$ cat config.mk
export PLATFORM = sky130hd
export DESIGN_NAME = split_assign_enumerator_flat
export DESIGN_NICKNAME = d
export VERILOG_FILES = /design/src/rtl/split_assign_enumerator_if.sv /design/src/rtl/split_assign_enumerator.sv /design/src/flat_wrapper.sv
export SDC_FILE = /design/constraint.sdc
export NUM_CORES = 1
export LEC_CHECK = 0
export CELL_PAD_IN_SITES_DETAIL_PLACEMENT = 1
export CELL_PAD_IN_SITES_GLOBAL_PLACEMENT = 1
export CORE_ASPECT_RATIO = 1.25
export CORE_UTILIZATION = 39
export CTS_CLUSTER_SIZE = 14
export DETAILED_ROUTE_END_ITERATION = 10
export PLACE_DENSITY = 0.95
export SYNTH_ARGS = -nofsm -noshare
export SYNTH_HDL_FRONTEND = slang
export SYNTH_SLANG_ARGS = --single-unit
$ cat constraint.sdc
create_clock -name clk -period 5.33 [get_ports clk]
set_input_delay 1.066 -clock clk [delete_from_list [all_inputs] [get_ports clk]]
set_output_delay 1.066 -clock clk [all_outputs]
set_load 0.03 [all_outputs]
$ cat src/rtl/split_assign_enumerator_if.sv
// Candidate/result bundle between the solver control, the enumerator and one split checker.
// The slave modport is the enumerator's view; master is the controller/checker side.
interface split_assign_enumerator_if #(
  parameter int W = 13
);
  logic         start;
  logic         abort;
  logic [W-1:0] seed;
  logic [W-1:0] limit;
  logic         busy;
  logic [W-1:0] cand_out;
  logic         cand_valid;
  logic         sat_in;
  logic         res_valid;
  logic         res_ready;
  logic         res_found;
  logic [W-1:0] res_assign;
  logic [W:0]   res_tried;

  modport slave (
    input  start, abort, seed, limit, sat_in, res_ready,
    output busy, cand_out, cand_valid, res_valid, res_found, res_assign, res_tried
  );

  modport master (
    output start, abort, seed, limit, sat_in, res_ready,
    input  busy, cand_out, cand_valid, res_valid, res_found, res_assign, res_tried
  );
endinterface

$ cat src/rtl/split_assign_enumerator.sv
// Walks candidate assignments from a seed, holds each for the checker latency and reports
// the first satisfying one or exhaustion of the requested range.
//
// state | meaning
// IDLE  | waiting for start; result fields keep their last values
// EVAL  | driving cand to the checker; sampling sat_in on the last hold cycle
// DONE  | presenting the result until res_ready
module split_assign_enumerator #(
  parameter int W         = 13,
  parameter int CHECK_LAT = 0
) (
  input  logic                       clk,
  input  logic                       rst,
  split_assign_enumerator_if.slave   bus
);
  typedef enum logic [1:0] {IDLE, EVAL, DONE} state_t;

  localparam int            HW        = (CHECK_LAT > 0) ? $clog2(CHECK_LAT + 1) : 1;
  localparam logic [HW-1:0] HOLD_LOAD = HW'(CHECK_LAT);

  state_t        state, state_nxt;
  logic [W-1:0]  cand;
  logic [W:0]    tried;
  logic [W:0]    lim;
  logic [HW-1:0] hold;
  logic          found;
  logic [W-1:0]  hit_assign;

  logic          sample;
  logic          go_idle;
  logic          tried_last;
  logic [W:0]    tried_inc;

  always_ff @(posedge clk) begin
    if (rst) state <= IDLE;
    else     state <= state_nxt;
  end

  always_comb begin
    state_nxt  = state;
    sample     = 1'b0;
    tried_inc  = tried + 1'b1;
    tried_last = (tried_inc == lim);
    go_idle    = bus.abort && (state != IDLE);
    case (state)
      IDLE: if (bus.start) state_nxt = EVAL;
      EVAL: begin
        sample = (hold == '0);
        if (sample && (bus.sat_in || tried_last)) state_nxt = DONE;
      end
      DONE: if (bus.res_ready) state_nxt = IDLE;
      default: state_nxt = IDLE;
    endcase
    if (go_idle) state_nxt = IDLE;
  end

  // Hold is a down-counter; the checker result is only trusted when it reaches zero.
  always_ff @(posedge clk) begin
    if (rst) begin
      cand       <= '0;
      tried      <= '0;
      lim        <= '0;
      hold       <= '0;
      found      <= 1'b0;
      hit_assign <= '0;
    end else if (!go_idle) begin
      case (state)
        IDLE: if (bus.start) begin
          cand  <= bus.seed;
          tried <= '0;
          hold  <= HOLD_LOAD;
          lim   <= (bus.limit == '0) ? {1'b1, {W{1'b0}}} : {1'b0, bus.limit};
        end
        EVAL: begin
          if (sample) begin
            tried <= tried_inc;
            if (bus.sat_in || tried_last) begin
              found      <= bus.sat_in;
              hit_assign <= cand;
            end else begin
              cand <= cand + 1'b1;
              hold <= HOLD_LOAD;
            end
          end else begin
            hold <= hold - 1'b1;
          end
        end
        default: ;
      endcase
    end
  end

  assign bus.busy       = (state != IDLE);
  assign bus.cand_valid = (state == EVAL);
  assign bus.cand_out   = cand;
  assign bus.res_valid  = (state == DONE);
  assign bus.res_found  = found;
  assign bus.res_assign = hit_assign;
  assign bus.res_tried  = tried;
endmodule

$ cat src/flat_wrapper.sv
// flat-port wrapper written by rule: the top's interface ports become plain ports
module split_assign_enumerator_flat 
#(
  parameter int W         = 13,
  parameter int CHECK_LAT = 0
)
  (clk, rst, bus_start, bus_abort, bus_seed, bus_limit, bus_sat_in, bus_res_ready, bus_busy, bus_cand_out, bus_cand_valid, bus_res_valid, bus_res_found, bus_res_assign, bus_res_tried);
  split_assign_enumerator_if #(.W(W)) bus_i ();
  input  logic clk;
  input  logic rst;
  input wire logic [$bits(bus_i.start)-1:0] bus_start;
  input wire logic [$bits(bus_i.abort)-1:0] bus_abort;
  input wire logic [$bits(bus_i.seed)-1:0] bus_seed;
  input wire logic [$bits(bus_i.limit)-1:0] bus_limit;
  input wire logic [$bits(bus_i.sat_in)-1:0] bus_sat_in;
  input wire logic [$bits(bus_i.res_ready)-1:0] bus_res_ready;
  output wire logic [$bits(bus_i.busy)-1:0] bus_busy;
  output wire logic [$bits(bus_i.cand_out)-1:0] bus_cand_out;
  output wire logic [$bits(bus_i.cand_valid)-1:0] bus_cand_valid;
  output wire logic [$bits(bus_i.res_valid)-1:0] bus_res_valid;
  output wire logic [$bits(bus_i.res_found)-1:0] bus_res_found;
  output wire logic [$bits(bus_i.res_assign)-1:0] bus_res_assign;
  output wire logic [$bits(bus_i.res_tried)-1:0] bus_res_tried;
  assign bus_i.start = bus_start;
  assign bus_i.abort = bus_abort;
  assign bus_i.seed = bus_seed;
  assign bus_i.limit = bus_limit;
  assign bus_i.sat_in = bus_sat_in;
  assign bus_i.res_ready = bus_res_ready;
  assign bus_busy = bus_i.busy;
  assign bus_cand_out = bus_i.cand_out;
  assign bus_cand_valid = bus_i.cand_valid;
  assign bus_res_valid = bus_i.res_valid;
  assign bus_res_found = bus_i.res_found;
  assign bus_res_assign = bus_i.res_assign;
  assign bus_res_tried = bus_i.res_tried;
  split_assign_enumerator #(.W(W), .CHECK_LAT(CHECK_LAT)) u_core (.clk(clk), .rst(rst), .bus(bus_i));
endmodule
### Yosys cells after proc, flatten, opt, wreduce, memory -nomap -nowiden

Cells that the tools add are included.
Widths: inputs -> output; s select.

* flip-flop bits (word level): 58
* bits of input ports: 32
* output and inout bits: 44
* logic and storage cells: 52

* $add $sub $neg: 3
* equality and inequality tests: 9
* mux-type cells: 17
* bitwise operators: 2
* reductions and logical operators: 14

Operators with widths (number)
* $mux 14: 3
* $mux 13: 3
* $pmux 14 s2: 1
* $pmux 13 s2: 1
* $add 14x1->14 const B: 1
* $eq 14x14->1: 1
* $add 13x1->13 const B: 1
* $logic_not 13->1: 1
* $reduce_and 4->1: 3
* $mux 2: 3
* $ne 2x2->1 const B: 3
* $pmux 2 s3: 1
* $reduce_and 3->1: 2
* $reduce_and 5->1: 1
* $mux 1: 4
* $ne 2x1->1 const B: 2
* $reduce_bool 2->1: 2
* $ne 3x3->1 const B: 1
* $eq 2x1->1 const B: 1
* $eq 2x2->1 const B: 1
* $logic_and 1x1->1: 2
* $logic_not 2->1: 1
* $not 1->1: 2
* $pmux 1 s2: 1
* other kinds (3): 3

### Logic depth before layout (Yosys ltp)

* depth after elaboration: 6
* depth in mapped cells: 10
* gate-level depth less buffers: 8

### Worst setup path after synthesis

OpenSTA, ideal clock, no wires.

* kind: reg-to-reg
* start point: reg u_core.tried[0] (netlist: u_core.bus.res_tried[0])
* end point: reg u_core.hit_assign[10] (netlist: u_core.bus.res_assign[10])
* arrival time: 2.696 ns
* setup slack: 2.502 ns
* stages on the path, launching flop included: 10
* path buffers: 1
* period minus slack after synthesis: 2.828 ns
* cells stage by stage: dfxtp_1 ha_1 nand3_4 or4_1 a221o_1 nor4_4 o2111ai_1 buf_2 nand2_1 a21oi_1

* cells in the longest elaborated chain, start to end: 4

RTL lines
* start: declaration: RTL line split_assign_enumerator.sv:23 `logic [W:0] tried;`
* start signal: assignment: RTL line split_assign_enumerator.sv:76 `tried <= tried_inc;`
* $add 14x1->14: RTL line split_assign_enumerator.sv:42 `tried_inc = tried + 1'b1;`
* $eq 14x14->1: RTL line split_assign_enumerator.sv:43 `tried_last = (tried_inc == lim);`
* $logic_or 1x1->1: RTL line split_assign_enumerator.sv:77 `if (bus.sat_in || tried_last) begin`
* $reduce_and 4->1 (no source line)
* end signal: assignment: RTL line split_assign_enumerator.sv:79 `hit_assign <= cand;`
* end: declaration: RTL line split_assign_enumerator.sv:27 `logic [W-1:0] hit_assign;`

Every way passes these cells.
A chain may end at the register's enable or synchronous reset.

### Final worst setup path

* start point: reg u_core.tried[0] (netlist: u_core.bus.res_tried[0])
* end point: reg u_core.hit_assign[11] (netlist: u_core.bus.res_assign[11])

Same word-level chain as after synthesis.

==> results.sh <==
export IMPL_final_nets=517
export IMPL_hold_start="u_core.bus.res_assign[10]"
export IMPL_num_vias=3678
export IMPL_finalSetupTns_ps=0
export IMPL_status="finished, final reports clean"
export IMPL_die_width_um=83.60
export IMPL_postPlaceCellArea_um2=3993
export IMPL_dieArea_um2=8693
export IMPL_numPortBuffers=75
export IMPL_required_ps=5530
export IMPL_cts_tree="built"
export IMPL_start_kind="register"
export IMPL_ys_top_cells_by_area="dfxtp_1, a21oi_1, nand2_1"
export IMPL_vias_per_cell=6.309
export IMPL_cts_resized=0
export IMPL_cp_slowest_stage_delay_ps=560
export IMPL_drv_slew=0
export IMPL_clock_path_buffers=2
export IMPL_synth_edf_count=0
export IMPL_seq_area_frac_synth_pct=35.77
export IMPL_slew_headroom_pct=14.35
export IMPL_place_ws_ps=1628
export IMPL_power_leakage_nw=1.470
export IMPL_path_cells="ha_1 -> nand3_4 -> or4_1 -> a221o_1 -> nor4_4 -> o2111ai_1 -> buf_4 -> nand2_1 -> a21oi_1"
export IMPL_drc=0
export IMPL_area_delta_synth_final_pct=30.99
export IMPL_cp_startpoint="u_core.bus.res_tried[0]"
export IMPL_crit_path_end_kind="register"
export IMPL_final_fill_count=978
export IMPL_grt_total_usage_pct=28.64
export IMPL_cp_slowest_cell="or4_1"
export IMPL_wl_per_cell_um=20.40
export IMPL_diodes=0
export IMPL_cts_hold_buf=0
export IMPL_cts_root_buf="clkbuf_8"
export IMPL_synth_top_family_by_area="compound AO/OA/AOI/OAI gates"
export IMPL_ioPinCount=76
export IMPL_worstPathArrival_ps=3630
export IMPL_synth_top_cell_by_area="dfxtp_1"
export IMPL_min_path_cells=2
export IMPL_postSynthCellCount=424
export IMPL_fin_ws_ps=1895
export IMPL_synth_compound_area_share_pct=28.33
export IMPL_setup_viol=0
export IMPL_finish_utilization_pct=53.63
export IMPL_multiInputGateArea_um2=1903
export IMPL_drt_initial_drc_count=238
export IMPL_fmax_mhz=291.1
export IMPL_reg2regPathDepth=9
export IMPL_yosys_area_share_simple_pct=26.56
export IMPL_reg2reg_slack_ps=1890
export IMPL_first_pass_iters=5
export IMPL_period_needed_ps=3435
export IMPL_hp_class="reg2reg"
export IMPL_grt_setup_unrepaired="false"
export IMPL_synth_top_area_share_pct=35.77
export IMPL_clk_pin_slew_ps=70
export IMPL_synth_avg_cell_area_um2=7.655
export IMPL_postLayoutCellArea_um2=4252
export IMPL_grt_pass1_vias=3920
export IMPL_path_buf_inv=1
export IMPL_grt_pass1_wl_mm=19.91
export IMPL_ant_nets=0
export IMPL_dp_hpwl_mm=7.671
export IMPL_cts_inserted_buffers=9
export IMPL_synthAdderAreaFrac_pct=0.7710
export IMPL_synthFlopType="dfxtp_1"
export IMPL_post_route_period_util_pct=64.45
export IMPL_clkLatencyLatePin_ps=360
export IMPL_drive_above_1_share_pct=5.738
export IMPL_h_tree_depth=3
export IMPL_fin_skew_ps=6.200
export IMPL_row_count=36
export IMPL_postCtsSetupBuffers=0
export IMPL_holdPathEnd="u_core.bus.res_assign[10]"
export IMPL_syn_area_um2=3246
export IMPL_grt_max_degree=58
export IMPL_tightest_slew_ps=1284
export IMPL_report_final_hold_viol_count=0
export IMPL_ys_ff_latch=58
export IMPL_drv_cap=0
export IMPL_core_um2=7928
export IMPL_die_h_um=104.0
export IMPL_crit_fanout=10
export IMPL_totalWireLength_mm=11.89
export IMPL_peakVddDrop_v=0.0001589
export IMPL_synthMuxAreaShare_pct=0
export IMPL_timing_rr_start="u_core.bus.res_tried[0]"
export IMPL_yosys_cell_types_count=56
export IMPL_start_util_pct=40.94
export IMPL_synth_xor_xnor_area_share_pct=2.968
export IMPL_gr_total_overflow=0
export IMPL_worstSetupPathType="reg2reg"
export IMPL_synth_nets=458
export IMPL_yosysWarnings=0
export IMPL_clock_sinks=58
export IMPL_ff_latch_area_um2=1161
export IMPL_antenna_found_initial=0
export IMPL_power_density_nw_per_um2=289.6
export IMPL_crit_family="simple AND/OR/NAND/NOR gates"
export IMPL_async_flop_share_pct=0
export IMPL_gp_congestion=0.8742
export IMPL_worst_r2r_endpoint="u_core.bus.res_assign[11]"
[stage by stage]
step	hold WS, ps	instances	total power, mW
2_1_floorplan	445.1	424	0.6183
3_3_place_gp	441.3	566	0.6957
3_5_place_dp	450.1	566	0.7067
4_1_cts	459.4	582	1.228
5_1_grt	485.9	583	1.273
6_report	455.3	583	1.231
[power breakdown]
| part | switching, mW | total, mW | internal (mW) |
|---|---|---|---|
| combinational | 0.136 | 0.224 | 0.0881 |
| sequential | 0.0283 | 0.481 | 0.453 |
| clock | 0.191 | 0.526 | 0.334 |
[logic make-up (layout without fill, tap and decap cells)]
kind of cell / Yosys count / in the layout
AO/OA/AOI/OAI: 140 / 140
XOR/XNOR: 11 / 11
adder cells (fa/ha/maj): 2 / 2
buffers and inverters: 41 / 105
flip-flops: 58 / 58
AND/OR/NAND/NOR: 172 / 172
[how the worst max path moves through the flow]
stage / to / slack (ps) / cells past startpoint
global route: u_core.bus.res_assign[11] / 1710 / 9
CTS: u_core.bus.res_assign[11] / 1800 / 8
finish: u_core.bus.res_assign[11] / 1890 / 9
global placement: u_core.bus.cand_out[8] / 1760 / 9
floorplan: u_core.bus.res_assign[10] / 2500 / 9
detailed placement: u_core.bus.cand_out[7] / 1630 / 9
[worst reg2reg max path, delay by kind of cell (launching register included)]
family                     cells  cell delay, ps
DFF                            1             470
buffers and inverters          1             340
AOI/OAI and AO/OA              3             880
and+or+nand+nor                4            1160
adders and majority gates      1             400
[cell usage after synthesis (2+ instances only)]
| cell | count |
|---|---|
| buf_6 | 2 |
| nand3_1 | 22 |
| a31oi_1 | 9 |
| nand4_1 | 5 |
| xor2_1 | 3 |
| o21ai_0 | 15 |
| or4_1 | 4 |
| nor4_1 | 3 |
| a211o_1 | 3 |
| o211ai_1 | 4 |
| a22o_1 | 2 |
| or3_1 | 5 |
| clkbuf_1 | 21 |
| o31ai_1 | 15 |
| and2_1 | 6 |
| inv_1 | 8 |
| a22oi_1 | 4 |
| xnor2_1 | 8 |
| nor2b_1 | 2 |
| buf_2 | 7 |
| o32ai_1 | 2 |
| o22ai_1 | 2 |
| a21oi_1 | 55 |
| and3_1 | 13 |
| nand3b_1 | 2 |
| nand4b_1 | 2 |
| nor3_1 | 7 |
| nand2_1 | 59 |
| dfxtp_1 | 58 |
| a32o_1 | 2 |
| o311ai_0 | 9 |
| nor2_1 | 31 |
| nand2b_1 | 4 |
| ha_1 | 2 |
| a311oi_1 | 7 |
[layout by cell type, fill, tap and decap left out, drive strengths merged, types with 2 or more instances in the layout]
cell           instances
a211o                  3
a21oi                 55
a22o                   2
a22oi                  4
a311oi                 7
a31oi                  9
a32o                   2
and2                   7
and3                  13
buf                    6
bufinv                 3
clkbuf                11
clkdlybuf4s50         74
clkinv                 2
dfxtp                 58
ha                     2
inv                    9
nand2                 59
nand2b                 4
nand3                 23
nand3b                 2
nand4                  5
nand4b                 2
nor2                  31
nor2b                  2
nor3                   8
nor4                   4
o211ai                 5
o21ai                 16
o22ai                  2
o311ai                 9
o31ai                 15
o32ai                  2
or3                    5
or4                    4
xnor2                  8
xor2                   3
[registers in the layout, indices dropped and copies added, names as in the netlist]
name / count
u_core.lim: 14
u_core.bus.res_found: 1
u_core.state: 2
u_core.bus.res_tried: 14
u_core.bus.res_assign: 13
u_core.hold: 1
u_core.bus.cand_out: 13
[cell type report]
type	instances	area share (%)
timing repair buffer	80	18.42
sequential	58	27.31
multi-input combinational	325	44.76
clock inverter	5	2.354
clock buffer	11	3.561
inverter	9	0.7946
tap	95	2.796
[per-layer routing]
metal / global-route usage, % / part of all wire [%]
met5: 0 / 0
met1: 31.48 / 39
met4: 18.40 / 3.8
met3: 5.397 / 5.8
met2: 49.94 / 52
Note: power is estimated with default switching activity, not from simulation.
==> RTL edit 1: new RTL, config.mk and constraints unchanged <==
The 3 states of `state_t` get a one-hot encoding in 3 bits.
--- a/src/rtl/split_assign_enumerator.sv
+++ b/src/rtl/split_assign_enumerator.sv
@@ -13,7 +13,7 @@
   input  logic                       rst,
   split_assign_enumerator_if.slave   bus
 );
-  typedef enum logic [1:0] {IDLE, EVAL, DONE} state_t;
+  typedef enum logic [2:0] {IDLE = 3'b001, EVAL = 3'b010, DONE = 3'b100} state_t;
 
   localparam int            HW        = (CHECK_LAT > 0) ? $clog2(CHECK_LAT + 1) : 1;
   localparam logic [HW-1:0] HOLD_LOAD = HW'(CHECK_LAT);
Function: no difference found for any inputs over 4 cycles, from zero or initial values and one cycle with rst high; so few cycles prove little.
==> RTL edit 1 against the original RTL <==
Global-route usage grew 0.55 points; area after synthesis shrank 3.4%; cell count shrank 3.6%; clock skew grew 0.0056 ns; register-to-register slack gained 0.13 ns; routed wire length shrank 3.4%; design area shrank 3.0%; sequential cell count grew 1; power shrank 9.9%; worst setup slack lost 0.22 ns; critical path type is now reg2out.
==> RTL edit 1: results (changes against the original RTL) <==
[critical_path]
crit_family=buffers and inverters  ; was simple AND/OR/NAND/NOR gates
crit_fanout=17  ; was 10
worstPathArrival_ns=2.59  ; was 3.63 ns
crit_slowest_cell=clkdlybuf4s50_1  ; was or4_1
slowest_delay_ns=0.72  ; was 0.56 ns
reg2reg_slack_ns=2.02  ; was 1.89 ns

[detailed_routing]
dr.pass1.iters=5  ; unchanged
drt_iter0_markers=242  ; was 238
drt-total-wl_um=11500  ; was 11900 um
vias=3458  ; was 3678

[clock_network]
h-tree-depth=3  ; unchanged
cts_resized=0  ; unchanged
cts_setup_buffers=0  ; unchanged
clk_latency_ns=0.36  ; about the same
cts-root-buf=clkbuf_8  ; unchanged
numCtsBuffers=9  ; unchanged
clockBufferDepth=2  ; unchanged
clkTransAtPathRegs_ns=0.07  ; about the same

[synth]
yosys-top-cells-area=dfxtp_1 38%, a21oi_1 7.8%, nand2_1 6.1%, nand3_1 5.1%, o21ai_0 4.3%  ; was dfxtp_1 36%, a21oi_1 8.5%, nand2_1 6.8%, nor2_1 3.6%, o31ai_1 3.5%
synth_common_cells=59 x dfxtp_1, 51 x nand2_1, 49 x a21oi_1  ; was 59 x nand2_1, 58 x dfxtp_1, 55 x a21oi_1
synth_top_flop_cell=dfxtp_1  ; unchanged
synth_nets=436  ; was 458
ys_seq_area_share_pct=37.7  ; was 35.8%
synth_async_sr_flop_share_pct=0  ; unchanged
ys_warn_count=0  ; unchanged
yosys.cell_types.count=59  ; was 56

[power_and_ir_drop]
power.leakage_nw=1.44  ; was 1.47 nW
ir_drop_mv=0.135  ; was 0.159 mV
internal_power_w=0.000798  ; was 0.000875 W

[global_routing]
grt_pass1_vias=3622  ; was 3920
grt_max_degree=26  ; was 58
grt_pass1_wl_um=18000  ; was 19900 um
antenna_found_initial=0  ; unchanged
track_usage_pct=29.2  ; was 28.6%

[worst_hold_path]
hold_class=reg2reg  ; unchanged

[placement]
port_buffers=75  ; unchanged
dpl-instance-area_mm2=0.00391  ; was 0.00399 mm2
place.gp.congestion=0.829  ; was 0.874
dp_hpwl_um=7880  ; was 7670 um

[cells_and_area]
num_antenna_cells=0  ; unchanged
drive_gt1_share_pct=6.21  ; was 5.74%
layout.nets=497  ; was 517

[sta]
finClkSkew_ns=0.0118  ; was 0.00620 ns
max-slew-margin-rel_pct=21.7  ; was 14.3%

[outcome]
status=finished, final reports clean  ; unchanged

## RTL edit 1: cell count changes in the layout (fill, tap and decap cells not counted), sizes merged, moves of 8 or more
| cell | change |
|---|---|
| o31ai | -11 |
| o311ai | -8 |
| o21ai | +12 |
| nand3 | +10 |
| nand2 | -8 |
## RTL edit 1: layout make-up
type	instances	area (um2)
repair buffers	78	773
fillers	940	3670
multi-input cells	310	1820
clock inverters	4	75.1
inverters	5	18.8
well taps	95	119
flip-flops and latches	59	1180
clock buffers	11	141
## RTL edit 1: kinds of logic (layout without fill, tap and decap cells)
family	count (synthesis)	count (layout)	synth area share, %
compound gates	121	121	24.4
buf+inv	33	98	4.39
xor+xnor	17	17	4.75
simple gates	170	170	27.9
fa+ha+maj	2	2	0.798
flops	59	59	37.7
## RTL edit 1: metal layers
layer	part of all wire, %	wire length (um)	global-route usage (%)	vias up
li1	-	-	-	1589
met3	5.3	614	5.80	39
met5	0	0	0	-
met4	3.5	402	15.8	0
met2	53	6120	52.3	139
met1	38	4350	31.6	1691
## RTL edit 1: path summary, 6_finish.rpt
path,startpoint,endpoint,cells after the start
max,u_core.state[0],bus_cand_valid,3
min,u_core.lim[9],u_core.lim[9],2
max reg2reg,u_core.bus.res_tried[0],u_core.bus.cand_out[4],8
min reg2reg,u_core.lim[9],u_core.lim[9],2
## RTL edit 1: power groups by stage
stage / sequential [W] / clock, W / combinational, W
global placement: 0.000489 / 0 / 0.000152
CTS: 0.000481 / 0.000462 / 0.000163
global route: 0.000482 / 0.000483 / 0.000176
floorplan: 0.000496 / 0 / 0.0000798
detailed placement: 0.000490 / 0 / 0.000160
finish: 0.000482 / 0.000464 / 0.000164
## RTL edit 1: metrics by stage
stage          setup WS (ns)  hold WS (ns)  power [W]  instances
6_report                1.67         0.480    0.00111        562
5_1_grt                 1.60         0.515    0.00114        562
4_1_cts                 1.73         0.477    0.00111        562
3_5_place_dp            1.74         0.467   0.000649        547
3_3_place_gp            1.88         0.460   0.000642        547
2_1_floorplan           2.54         0.445   0.000576        402
## RTL edit 1: worst register-to-register path, delay by kind of cell, from the launching register on
kind / cells / cell delay [ns]
AO/OA/AOI/OAI: 4 / 1.85
AND/OR/NAND/NOR: 3 / 0.54
flip-flops: 1 / 0.49
adder cells (fa/ha/maj): 1 / 0.33
==> RTL edit 2: new RTL, same flow settings <==
Made on the original files. `W` is set to 13 in 3 places; all go to 26.
--- a/src/rtl/split_assign_enumerator_if.sv
+++ b/src/rtl/split_assign_enumerator_if.sv
@@ -1,7 +1,7 @@
 // Candidate/result bundle between the solver control, the enumerator and one split checker.
 // The slave modport is the enumerator's view; master is the controller/checker side.
 interface split_assign_enumerator_if #(
-  parameter int W = 13
+  parameter int W = 26
 );
   logic         start;
   logic         abort;
--- a/src/rtl/split_assign_enumerator.sv
+++ b/src/rtl/split_assign_enumerator.sv
@@ -6,7 +6,7 @@
 // EVAL  | driving cand to the checker; sampling sat_in on the last hold cycle
 // DONE  | presenting the result until res_ready
 module split_assign_enumerator #(
-  parameter int W         = 13,
+  parameter int W         = 26,
   parameter int CHECK_LAT = 0
 ) (
   input  logic                       clk,
--- a/src/flat_wrapper.sv
+++ b/src/flat_wrapper.sv
@@ -1,7 +1,7 @@
 // flat-port wrapper written by rule: the top's interface ports become plain ports
 module split_assign_enumerator_flat 
 #(
-  parameter int W         = 13,
+  parameter int W         = 26,
   parameter int CHECK_LAT = 0
 )
   (clk, rst, bus_start, bus_abort, bus_seed, bus_limit, bus_sat_in, bus_res_ready, bus_busy, bus_cand_out, bus_cand_valid, bus_res_valid, bus_res_found, bus_res_assign, bus_res_tried);
Ports: changed (5 resized); port bits go from 76 to 141. No check against the original RTL was run, so the function may have changed too.
==> RTL edit 2 against the original RTL <==
Routed wire length rose by 87%; critical endpoint is now u_core.bus.cand_out[15]; first-iteration DRC count rose by 130%; cell count rose by 85%; worst setup slack got worse by 0.45 ns; area after synthesis rose by 92%; largest cell class unchanged; power rose by 67%; sequential cell count rose by 52; design area rose by 87%; synthesized cell count rose by 80%; combinational power rose by 99%.
==> RTL edit 2: results (changes against the original RTL) <==
[detailed_routing]
drt-total-wl_um=22300  ; was 11900 um
wl_met2_um=11200  ; was 6160 um
drt_iter0_markers=543  ; was 238
dr.pass1.iters=4  ; was 5

[synth]
yosys.cell_types.count=75  ; was 56
synth_compound_gate_area_share_pct=26.0  ; was 28.3%
synth_nets=822  ; was 458
ys_seq_area_share_pct=35.4  ; was 35.8%
synthMuxAreaShare_pct=2.09  ; was 0%
synth_xor_area_share_pct=3.80  ; was 2.97%
synth_common_cells=110 x dfxtp_1, 81 x nor2_1, 64 x nand2_1  ; was 59 x nand2_1, 58 x dfxtp_1, 55 x a21oi_1
synth-adder-area-share_pct=0.402  ; was 0.771%

[placement]
dp_hpwl_um=16100  ; was 7670 um
dp_slack_ns=1.49  ; was 1.63 ns

[sta]
layout_min_cycle_time_ns=3.89  ; was 3.44 ns
finClkSkew_ns=0.00932  ; was 0.00620 ns
worstMarginPinSlew_ns=1.11  ; was 1.28 ns

[global_routing]
track_usage_pct=27.7  ; was 28.6%
grt_pass1_vias=6417  ; was 3920
grt_pass1_wl_um=35000  ; was 19900 um
gr-usage-met2_pct=47.9  ; was 49.9%
grt_max_degree=82  ; was 58

[power_and_ir_drop]
internal_power_w=0.00139  ; was 0.000875 W
power.leakage_nw=2.76  ; was 1.47 nW
ir_drop_mv=0.142  ; was 0.159 mV

[critical_path]
critical_path.endpoint=u_core.bus.cand_out[15]  ; was u_core.bus.res_assign[11]
r2r-start=u_core.bus.res_tried[4]  ; was u_core.bus.res_tried[0]
crit_slowest_cell=nor4_4  ; was or4_1

[outcome]
status=finished, final reports clean  ; unchanged

[cells_and_area]
stdcell_count=1076  ; was 583
drive_gt1_share_pct=8.22  ; was 5.74%

[clock_network]
cts-root-buf=clkbuf_16  ; was clkbuf_8

RTL edit 2: power by group through the flow:
stage               Sequential, W  Combinational (W)  Clock (W)
CTS                      0.000924           0.000445   0.000704
floorplan                0.000963           0.000257          0
global placement         0.000941           0.000431          0
global route             0.000930           0.000479   0.000731
detailed placement       0.000942           0.000442          0
finish                   0.000926           0.000445   0.000691
RTL edit 2: layout make-up:
type | count | area [um2]
Multi-Input combinational cell | 576 | 3660
Fill cell | 1871 | 7620
Tap cell | 212 | 265
Timing Repair Buffer | 149 | 1470
Clock buffer | 10 | 239
Clock inverter | 6 | 62.6
Inverter | 13 | 48.8
Sequential cell | 110 | 2200
RTL edit 2: metrics by stage:
stage	area [um2]	power [W]
5_1_grt	7950	0.00214
3_5_place_dp	7650	0.00138
6_report	7950	0.00206
2_1_floorplan	6220	0.00122
3_3_place_gp	7650	0.00137
4_1_cts	7950	0.00207
RTL edit 2: tightest hold or removal path, cell delays in order (launching register included):
cell and delay (ns):
dfxtp_1 0.32, nand2_1 0.05, a21oi_1 0.05
